## config.mk

```make
export PLATFORM = sky130hd
export DESIGN_NAME = apb_const_regfile
export DESIGN_NICKNAME = d
export VERILOG_FILES = /design/src/rtl/apb_const_pkg.sv /design/src/rtl/apb_rw_bank.sv /design/src/rtl/apb_const_regfile.sv
export SDC_FILE = /design/constraint.sdc
export NUM_CORES = 1
export LEC_CHECK = 0
export BUFFER_PORTS_ARGS = -buffer_cell sky130_fd_sc_hd__buf_2
export CORE_MARGIN = 2
export CORE_UTILIZATION = 30
export CTS_CLUSTER_DIAMETER = 100
export CTS_CLUSTER_SIZE = 14
export DETAILED_ROUTE_END_ITERATION = 8
export GPL_TIMING_DRIVEN = 0
export MAX_ROUTING_LAYER = met4
export PLACE_DENSITY_LB_ADDON = 0.3
export REMOVE_ABC_BUFFERS = 1
export SYNTH_ARGS = -nofsm -noshare
export SYNTH_HDL_FRONTEND = slang
export SYNTH_HIERARCHICAL = 1
export SYNTH_SLANG_ARGS = --single-unit
```

## constraint.sdc

```tcl
create_clock -name pclk -period 4.55 [get_ports pclk]
set_clock_uncertainty 0.1 [all_clocks]
set_input_delay 0.2275 -clock pclk [delete_from_list [all_inputs] [get_ports pclk]]
set_output_delay 0.2275 -clock pclk [all_outputs]
set_load 0.03 [all_outputs]
```

## src/rtl/apb_const_pkg.sv

```systemverilog
// Shared types and constants for the APB constant/scratch register file.
package apb_const_pkg;

  typedef enum logic [1:0] {
    IDLE   = 2'd0,
    ACCESS = 2'd1,
    RESP   = 2'd2
  } state_t;

  // Default constant words: pi and e fractional expansions.
  localparam logic [31:0] PI_HI = 32'h3243F6A8;
  localparam logic [31:0] PI_LO = 32'h885A308D;
  localparam logic [31:0] E_HI  = 32'h2B7E1516;
  localparam logic [31:0] E_LO  = 32'h28AED2A6;

  // Index 0 sits in the most significant word of the concatenation.
  localparam logic [127:0] RO_DEFAULT = {PI_HI, PI_LO, E_HI, E_LO};

  // Width of the wait-state counter.
  localparam int WS_W = 4;

endpackage

```

## src/rtl/apb_rw_bank.sv

```systemverilog
// Byte-strobed scratch register bank with async reset and a combinational read port.
module apb_rw_bank
  import apb_const_pkg::*;
#(
  parameter int                N_RW     = 4,
  parameter int                DATA_W   = 32,
  parameter logic [DATA_W-1:0] RW_RESET = '0
) (
  input  logic                  pclk,
  input  logic                  preset,
  input  logic                  we,
  input  logic [7:0]            widx,
  input  logic [DATA_W-1:0]     wdata,
  input  logic [DATA_W/8-1:0]   wstrb,
  input  logic [7:0]            ridx,
  output logic [DATA_W-1:0]     rdata
);

  logic [DATA_W-1:0] mem [N_RW];

  // Replace only the byte lanes whose strobe is set.
  function automatic logic [DATA_W-1:0] strb_merge(input logic [DATA_W-1:0] old_w,
                                                   input logic [DATA_W-1:0] new_w,
                                                   input logic [DATA_W/8-1:0] strb);
    logic [DATA_W-1:0] res;
    res = old_w;
    for (int b = 0; b < DATA_W/8; b++) begin
      if (strb[b]) res[b*8 +: 8] = new_w[b*8 +: 8];
    end
    return res;
  endfunction

  // Storage update: reset to RW_RESET, otherwise merge strobed bytes into the addressed word.
  always_ff @(posedge pclk or posedge preset) begin
    if (preset) begin
      for (int i = 0; i < N_RW; i++) mem[i] <= RW_RESET;
    end else begin
      for (int i = 0; i < N_RW; i++) begin
        if (we && (widx == 8'(i))) mem[i] <= strb_merge(mem[i], wdata, wstrb);
      end
    end
  end

  // Read mux; an index outside the bank reads as zero.
  always_comb begin
    rdata = '0;
    for (int i = 0; i < N_RW; i++) begin
      if (ridx == 8'(i)) rdata = mem[i];
    end
  end

endmodule

```

## src/rtl/apb_const_regfile.sv

```systemverilog
// APB slave: read-only constant words followed by byte-strobed scratch words,
// with programmable wait states and fault reporting on pslverr.
module apb_const_regfile
  import apb_const_pkg::*;
#(
  parameter int                     ADDR_W      = 32,
  parameter int                     DATA_W      = 32,
  parameter int                     N_RO        = 4,
  parameter int                     N_RW        = 4,
  parameter int                     WAIT_STATES = 0,
  parameter logic [N_RO*DATA_W-1:0] RO_INIT     = RO_DEFAULT,
  parameter logic [DATA_W-1:0]      RW_RESET    = '0
) (
  input  logic                  pclk,
  input  logic                  preset,
  input  logic [ADDR_W-1:0]     paddr,
  input  logic                  psel,
  input  logic                  penable,
  input  logic                  pwrite,
  input  logic [DATA_W-1:0]     pwdata,
  input  logic [DATA_W/8-1:0]   pstrb,
  output logic                  pready,
  output logic                  pslverr,
  output logic [DATA_W-1:0]     prdata
);

  localparam int N_TOT = N_RO + N_RW;

  state_t            state_q, state_d;
  logic [WS_W-1:0]   cnt_q, cnt_d;
  logic              pready_d, pslverr_d;
  logic [DATA_W-1:0] prdata_d;
  logic              we;

  logic [7:0]        idx;
  logic [7:0]        rw_off;
  logic              ro_hit, misalign, hi_bad, range_bad, err;
  logic [DATA_W-1:0] ro_word, rw_word, rd_word;

  // Address decode and fault classification.
  assign idx       = paddr[9:2];
  assign rw_off    = idx - 8'(N_RO);
  assign misalign  = |paddr[1:0];
  assign hi_bad    = |paddr[ADDR_W-1:10];
  assign range_bad = {24'd0, idx} >= 32'(N_TOT);
  assign ro_hit    = {24'd0, idx} < 32'(N_RO);
  assign err       = misalign | hi_bad | range_bad | (pwrite & ro_hit);
  assign rd_word   = ro_hit ? ro_word : rw_word;

  // Constant-word mux; index 0 is the top word of RO_INIT.
  always_comb begin
    ro_word = '0;
    for (int i = 0; i < N_RO; i++) begin
      if (idx == 8'(i)) ro_word = RO_INIT[(N_RO-1-i)*DATA_W +: DATA_W];
    end
  end

  apb_rw_bank #(
    .N_RW     (N_RW),
    .DATA_W   (DATA_W),
    .RW_RESET (RW_RESET)
  ) u_rw_bank (
    .pclk   (pclk),
    .preset (preset),
    .we     (we),
    .widx   (rw_off),
    .wdata  (pwdata),
    .wstrb  (pstrb),
    .ridx   (rw_off),
    .rdata  (rw_word)
  );

  // Next-state and response logic; the access executes once the wait count is exhausted.
  always_comb begin
    state_d   = state_q;
    cnt_d     = cnt_q;
    pready_d  = 1'b0;
    pslverr_d = 1'b0;
    prdata_d  = '0;
    we        = 1'b0;
    case (state_q)
      IDLE: begin
        if (psel && !penable) begin
          state_d = ACCESS;
          cnt_d   = '0;
        end
      end
      ACCESS: begin
        if (!psel) begin
          state_d = IDLE;
        end else if (penable) begin
          if (cnt_q < WS_W'(WAIT_STATES)) begin
            cnt_d = cnt_q + 1'b1;
          end else begin
            state_d   = RESP;
            pready_d  = 1'b1;
            pslverr_d = err;
            if (!err && !pwrite) prdata_d = rd_word;
            we = !err && pwrite;
          end
        end
      end
      RESP: begin
        state_d = IDLE;
      end
      default: begin
        state_d   = IDLE;
        pslverr_d = 1'b1;
      end
    endcase
  end

  // State, wait counter and registered bus outputs.
  always_ff @(posedge pclk or posedge preset) begin
    if (preset) begin
      state_q <= IDLE;
      cnt_q   <= '0;
      pready  <= 1'b0;
      pslverr <= 1'b0;
      prdata  <= '0;
    end else begin
      state_q <= state_d;
      cnt_q   <= cnt_d;
      pready  <= pready_d;
      pslverr <= pslverr_d;
      prdata  <= prdata_d;
    end
  end

endmodule
```

; Word-level counts from Yosys, hierarchy flattened
; Index checks and enable logic that the tools add are counted.
[word_totals]
ff_bits = 168
input_bits = 73
output_inout_bits = 34
word_cells = 115
[classes]
addsub = 2
n_lt_le_gt_ge = 3
n_eq_ne = 14
muxes = 36
n_bitwise = 4
n_reduce_logical = 35
[op_table]
columns = operator, count
row1 = $mux 32, 13
row2 = $eq 8x2->1 const B, 4
row3 = $reduce_and 2->1, 16
row4 = $mux 30, 1
row5 = $reduce_or 22->1, 1
row6 = $eq 8x1->1 const B, 2
row7 = $logic_not 8->1, 2
row8 = $mux 4, 4
row9 = $mux 1, 11
row10 = $ge 8x4->1 const B, 1
row11 = $lt 8x3->1 const B, 1
row12 = $mux 2, 4
row13 = $ne 2x2->1 const B, 4
row14 = $pmux 4 s2, 1
row15 = $sub 8x3->8 const B, 1
row16 = $logic_and 1x1->1, 7
row17 = $ne 3x3->1 const B, 2
row18 = $reduce_and 5->1, 1
row19 = $add 4x1->4 const B, 1
row20 = $lt 4x1->1 const B, 1
row21 = $pmux 2 s2, 1
row22 = $reduce_or 2->1, 2
row23 = $logic_not 1->1, 3
row24 = $or 1x1->1, 3
row25 = 7 further kinds, 7

; Logic depth before layout (Yosys ltp)
; Gate-level depths: netlist (run 1).
[depth]
depth_word = 12
mapped_depth = 10
ltp_nobuf = 9

; Hierarchy
; Netlist (run 1), hierarchy kept.
[modules_own_cells]
columns = mod, n_inst, cells_per_inst, area_per_inst_um2, seq_area_each_um2
row1 = apb_rw_bank, 1, 361, 6007.0, 3203.1
row2 = apb_const_regfile, 1, 165, 1620.3, 900.9

; Worst setup path after synthesis (run 1)
; Ideal clock, no wire load.
[synth_path]
path_type = input-to-reg
from = in paddr[4]
to = reg u_rw_bank/mem[64] (netlist name)
setup_time_ns = 0.125
arrival_time_ns = 2.461
t_required_ns = 4.325
setup_slack_ns = 1.865
cell_stages = 9
path_buffers = 3
cell_sequence = inv_1 ha_1 clkbuf_1 clkbuf_1 xor2_1 nor4_4 buf_8 nand4_4 mux2_2
[synth_between]
word_cells_on_any_way = 15
cone_classes = add/sub (1) / order compare (2) / eq/ne (1) / mux (4) / bitwise (3) / reduce/logical (4)
[synth_rtl]
columns = item, line
row1 = "start, declared", apb_const_regfile.sv:16  ; input logic [ADDR_W-1:0] paddr,
row2 = $sub 8x3->8, apb_const_regfile.sv:42  ; assign rw_off = idx - 8'(N_RO);
row3 = named net rw_off[4], apb_const_regfile.sv:36  ; logic [7:0] rw_off;
row4 = $eq 8x1->1, apb_rw_bank.sv:39  ; if (we && (widx == 8'(i))) mem[i] <= strb_merge(mem[i], wdata, wstrb);
row5 = $logic_and 1x1->1, apb_rw_bank.sv:39
row6 = $reduce_and 2->1 (no source line), n/a
row7 = "end signal, assigned by index", apb_rw_bank.sv:39
row8 = "end, declared", apb_rw_bank.sv:19  ; logic [DATA_W-1:0] mem [N_RW];
; The timed path passes the listed nets, and every way through them passes these cells.
; A chain may end at the register's enable or synchronous reset.

; Worst setup path in the final report (run 1)
[layout_path]
from = in paddr[3]
to = reg u_rw_bank/mem[127] (netlist name)
[layout_between]
elab_chain_cells = 11
word_cells_on_any_way = 15
cone_classes = add/sub (1) / order compare (2) / mux (4) / bitwise (3) / reduce/logical (5)
[layout_lines]
columns = item, line
row1 = $ge 8x4->1 or $lt 8x3->1 (tied branches), "apb_const_regfile.sv:45, apb_const_regfile.sv:46"
row2 = $or 1x1->1 or $and 1x1->1 (tied branches), apb_const_regfile.sv:47  ; assign err = misalign | hi_bad | range_bad | (pwrite & ro_hit);
row3 = $or 1x1->1 *, apb_const_regfile.sv:47
row4 = $logic_not 1->1 *, apb_const_regfile.sv:99  ; we = !err && pwrite;
row5 = $logic_and 1x1->1 *, apb_const_regfile.sv:99
row6 = $mux 1 *, apb_const_regfile.sv:92  ; if (cnt_q < WS_W'(WAIT_STATES)) begin
row7 = $mux 1 *, apb_const_regfile.sv:91  ; end else if (penable) begin
row8 = $mux 1 *, apb_const_regfile.sv:89  ; if (!psel) begin
row9 = $mux 1 *, apb_const_regfile.sv:81  ; case (state_q)
row10 = named net we, apb_const_regfile.sv:33  ; logic we;
row11 = $logic_and 1x1->1 *, apb_rw_bank.sv:39
row12 = $reduce_and 2->1 (no source line) *, n/a
; Mark *: on every way through the listed nets, which the timed path passes. The rest lies on a longest branch.

==> flow_summary.ini, run 1 <==
[sta]
tightest_slew_ns = 1.22
setup_violations = 0
whs_ns = 0.0488
finalWorstSetupSlack_ns = 0.248
period_share_pct = 94.6
rsz0062_at_grt = no
relSlewSlack_pct = 18.3
slew_viol_final = 0
max_freq_mhz = 232
finalHoldViolations = 0
period_minus_slack_ns = 4.30

[floorplan]
core_area_um2 = 25000
die_h_um = 163
start_util_pct = 30.5
rows = 58
die_w_um = 163
io_pins = 107
design.die.area_um2 = 26700

[clock_network]
htree_num_levels = 4
cts_buffer_depth = 2
root_buffer = clkbuf_16
cts_buffers = 17
clk_latency_ns = 0.43
cts_resized = 0
tritoncts = done
clk_pin_slew_worst_paths_ns = 0.06
clock_sinks = 164

[synth]
ys_async_sr_fraction_pct = 100
synth_cell_types = 39
synth_area_per_cell_um2 = 14.5
synth_flop_cell = dfrtp_1
synth-edff-count = 0
synth_seq_area_share_pct = 53.8
yosysWarnings = 6
synthCells = 526
syn_area_um2 = 7630
synth.ff_latch_count = 164

[power_and_ir_drop]
intPower_w = 0.00248
switchingPower_w = 0.000693
p_seq_share_pct = 46.0
peakVddDrop_uv = 222
p_clk_share_pct = 47.5
cellPowerDensity_nw_per_um2 = 332
combPwrFrac_pct = 6.5
switching_share_pct = 21.8
leakage_nw = 4.81

[grt]
grt_remaining_overflow = 0
antenna_found_initial = 4
grt_pass1_vias = 5628
grt_pass1_wl_um = 31300
track_usage_pct = 16.2
grt_start_max_net_pins = 81

[worst_setup_path]
path_cells = buf_2 > nor2_1 > a2111o_1 > nor3_1 > and4_1 > nor2b_1 > nand4_2 > mux2_2
startpoint_type = primary input
r2r_slack_ns = 1.20
rr_worst_depth = 6
r2r_end = u_rw_bank/mem[127]
critPathArrivalTime_ns = 4.52
cp-endpoint = u_rw_bank/mem[127]
cp_slowest_cell = nor2b_1
worst-path-buf-inv = 1
crit_cells = 8
critPathMaxFanout = 44
critPathMaxStageDelay_ns = 0.98
r2r-start = state_q[1]
cp-end-kind = register
cp_data_required_time_ns = 4.77
cp_top_family = simple AND/OR/NAND/NOR gates
critPathLaunch = paddr[3]
critical_path_class = primary input to register

[detailed_routing]
drtIter0Drc = 299
vias_per_cell = 4.95
wire_per_inst_um = 19.9
ant_nets = 0
remaining_drc_errors = 0
dr.pass1.iters = 4
wl_um = 20200
via_count = 5021

[layout]
mostFrequentLayoutCell = dfrtp_1
utilization_pct = 38.2
fillers = 2399
nets = 744
drive_above_1_share_pct = 48.4
area_growth_pct = 25.3
regArea_um2 = 4100
multi_input_comb_area_um2 = 3370
layout_common_cells = 164 x dfrtp_1, 128 x mux2_2, 105 x buf_2

[placement]
port_buffers = 106
preCtsSetupSlack_ns = -0.159
gp_congestion = 0.768
place_hpwl_um = 13800

[run_status]
status = finished clean

[job]
cap_violations = 0

[hold_path]
hold_class = primary input to register
worst min path at each step:
stage	from	end	slack, ns	depth (start not counted)
3_5_place_dp	preset	u_rw_bank/mem[102]	0.21	2
2_1_floorplan	penable	state_q[0]	0.20	1
4_1_cts	psel	state_q[1]	0.03	3
3_3_place_gp	penable	state_q[0]	0.30	2
5_1_grt	psel	state_q[1]	0.08	3
6_report	psel	state_q[1]	0.05	3
layer usage:
| metal | track usage, % | up-vias | wire length (um) |
|---|---|---|---|
| met5 | - | - | 0 |
| met4 | 5.90 | 0 | 399 |
| met3 | 3.48 | 30 | 1170 |
| met2 | 26.4 | 137 | 9920 |
| met1 | 19.8 | 2601 | 8690 |
| li1 | - | 2253 | - |
power groups by stage:
stage	Clock (W)	Sequential, W	Combinational (W)
floorplan	0	0.00149	0.0000711
global placement	0	0.00149	0.000163
detailed placement	0	0.00149	0.000185
CTS	0.00153	0.00146	0.000212
global route	0.00160	0.00146	0.000229
finish	0.00151	0.00146	0.000208
metrics by stage:
stage	instances	setup TNS (ns)	total power (W)	instance area [um^2]
after CTS	1010	0	0.00321	9550
after global placement	936	-209.67	0.00165	8440
after detailed placement	944	-4.50	0.00167	8580
after global routing	1014	0	0.00329	9560
after floorplan	500	0	0.00156	7490
final	1014	0	0.00318	9560
registers in the layout (all words and copies together), names as in the netlist:
| register | count |
|---|---|
| pslverr | 1 |
| u_rw_bank/mem | 128 |
| prdata | 32 |
| state_q | 2 |
| pready | 1 |
what timing repair did:
item / in CTS / in global routing
setup buffers: 0 / 0
endpoints found under the hold margin: 212 / 0
hold buffers: 35 / 0
Yosys cell counts, types with 3 or more instances:
master,instances,area (um^2)
nor4_1,6,37.5
buf_2,8,40.0
dfrtp_1,164,4100
mux2_2,128,1440
ha_1,3,37.5
clkbuf_1,15,56.3
a211oi_1,6,45.0
mux4_2,32,721
nor3b_1,3,22.5
and4_1,4,35.0
and3_1,32,200
nand4_4,10,213
nand4_2,6,75.1
inv_1,8,30.0
a21oi_1,21,105
or2_2,3,18.8
nand2_1,22,82.6
nor2_1,17,63.8
xor2_1,3,26.3
nand3_1,4,20.0
nor3_1,8,40.0
worst register-to-register path: stages, from the launching register on:
cell      delay (ns)
dfrtp_1         0.40
nand4b_1        0.26
nor2_1          0.20
and4_1          0.29
nor2b_1         0.98
nand4_2         0.56
mux2_2          0.44
final cells by class:
type | count | area share (%)
timing repair buffer | 149 | 10.5
inverter | 8 | 0.366
multi-input combinational | 328 | 35.3
antenna | 4 | 0.105
clock inverter | 8 | 1.57
clock buffer | 23 | 4.90
tap | 330 | 4.32
sequential | 164 | 42.9
cell families after synthesis:
family          Yosys count  share of synthesized area [%]
fa+ha+maj                 3                          0.492
buf+inv                  34                           2.15
xor+xnor                  4                          0.459
simple gates            130                           12.4
flops                   164                           53.8
compound gates           31                           2.38
mux                     160                           28.3
(Power assumes the default switching activity.)
==> run 2: changes to the inputs <==
- CORE_MARGIN: 2 -> 4
==> flow_summary.ini, run 2 (synthesis results as in run 1) <==
[sta]
period_share_pct = 93.9
period_minus_slack_ns = 4.27
max_freq_mhz = 234
tightest_slew_ns = 1.29
relSlewSlack_pct = 13.8
slew_viol_final = 0
rsz0062_at_grt = no
finalHoldViolations = 0
fin_setup_tns_ns = 0
setup_violations = 0

[layout]
nets = 746
drive_above_1_share_pct = 48.9
stdcell_area_um2 = 9630
mostFrequentLayoutCell = dfrtp_1
fillers = 2415
largest_register_ff_count = 128
regMostFlops = u_rw_bank/mem
area_growth_pct = 26.2
final_cells = 1017
layout_common_cells = 164 x dfrtp_1, 128 x mux2_2, 106 x buf_2
reg_top3 = u_rw_bank/mem (128), prdata (32), state_q (2)

[run_status]
status = finished clean

[floorplan]
die_w_um = 167
start_util_pct = 30.4
die_h_um = 167
design.die.area_um2 = 28000
core_area_um2 = 25100
rows = 58
io_pins = 107

[placement]
place_hpwl_um = 14200
dp_cells = 946
place_area_um2 = 8590
gp_congestion = 0.858
port_buffers = 106

[grt]
grt_pass1_vias = 5717
track_usage_pct = 15.4
grt_remaining_overflow = 0
grt_start_max_net_pins = 73
grt_pass1_wl_um = 32400
antenna_found_initial = 3

[detailed_routing]
ant_nets = 0
wire_per_inst_um = 20.0
remaining_drc_errors = 0
via_count = 5084
vias_per_cell = 5.00
dr.pass1.iters = 4
drtIter0Drc = 298
wl_um = 20300

[clock_network]
root_buffer = clkbuf_16
clk_latency_ns = 0.43
clk_pin_slew_worst_paths_ns = 0.06
cts_buffers = 17
cts_resized = 0
cts-hold-fix-buffers = 35
tritoncts = done
cts_buffer_depth = 2
htree_num_levels = 4
clock_sinks = 164
postCtsSetupRepairBufs = 0

[worst_setup_path]
cp-end-kind = register
critical_path_class = primary input to register
critPathArrivalTime_ns = 4.48
startpoint_type = primary input
cp_data_required_time_ns = 4.76
critPathMaxFanout = 44

[power_and_ir_drop]
power_w = 0.00331
peakVddDrop_uv = 250
cellPowerDensity_nw_per_um2 = 344
leakage_nw = 4.85

[hold_path]
hold_class = primary input to register

[job]
cap_violations = 0
## run 2: cell types whose count changed in the layout (fill, tap and decap cells not counted)
cell,change
clkbuf_1,-2
clkinvlp_4,+1
buf_2,+1
buf_4,+2
buf_6,-2
bufinv_16,+2
inv_6,+2
buf_12,+1
buf_16,-1
buf_8,+1
clkinv_4,-1
clkinv_2,-1
## run 2: worst max-delay path, stage by stage
cell      delay [ns]
buf_2           0.86
nor2_1          0.14
a2111o_1        0.47
nor3_1          0.44
and4_1          0.31
nor2b_1         1.02
nand4_2         0.56
mux2_2          0.44
## run 2: layout make-up
cell class	instances	area, um^2	share of cell area (%)
Clock buffer	21	460	4.78
Tap cell	330	413	4.29
Clock inverter	11	221	2.30
Multi-Input combinational cell	328	3370	35.0
Timing Repair Buffer	151	1010	10.5
Antenna cell	4	10.0	0.104
Inverter	8	35.0	0.364
Sequential cell	164	4100	42.6
## run 2: metal layers
metal  vias up  wire length [um]  part of all wire (%)  GRT usage (%)
li1       2282                 -                     -              -
met1      2626              8590                    42           18.9
met2       151             10200                    50           25.3
met3        25              1200                   5.9           3.49
met4         0               312                   1.5           4.87
met5         -                 0                     0              -
## run 2: worst paths after layout
| check | end | startpoint | slack [ns] | cells past startpoint |
|---|---|---|---|---|
| max in group asynchronous | u_rw_bank/mem[10] | preset | 3.28 | 4 |
| max reg2reg | u_rw_bank/mem[97] | state_q[1] | 1.15 | 6 |
| min | state_q[1] | psel | 0.07 | 3 |
| min in group asynchronous | u_rw_bank/mem[98] | preset | 0.32 | 3 |
| max | u_rw_bank/mem[97] | paddr[3] | 0.28 | 8 |
| min reg2reg | u_rw_bank/mem[15] | u_rw_bank/mem[15] | 0.40 | 1 |
## run 2: stage by stage
stage | util [%] | hold WS [ns] | setup WS [ns]
after floorplan | - | 0.197 | 0.299
after global placement | 33.6 | 0.306 | -3.29
after detailed placement | 34.2 | 0.243 | -0.149
after CTS | 38.3 | 0.0478 | 0.269
after global routing | 38.3 | 0.0731 | 0.0401
final | 38.3 | 0.0708 | 0.277
## run 2: report_power, final
group          internal (W)  switching (W)
Combinational     0.0000771       0.000130
Clock               0.00106       0.000583
Sequential          0.00146    0.000000831
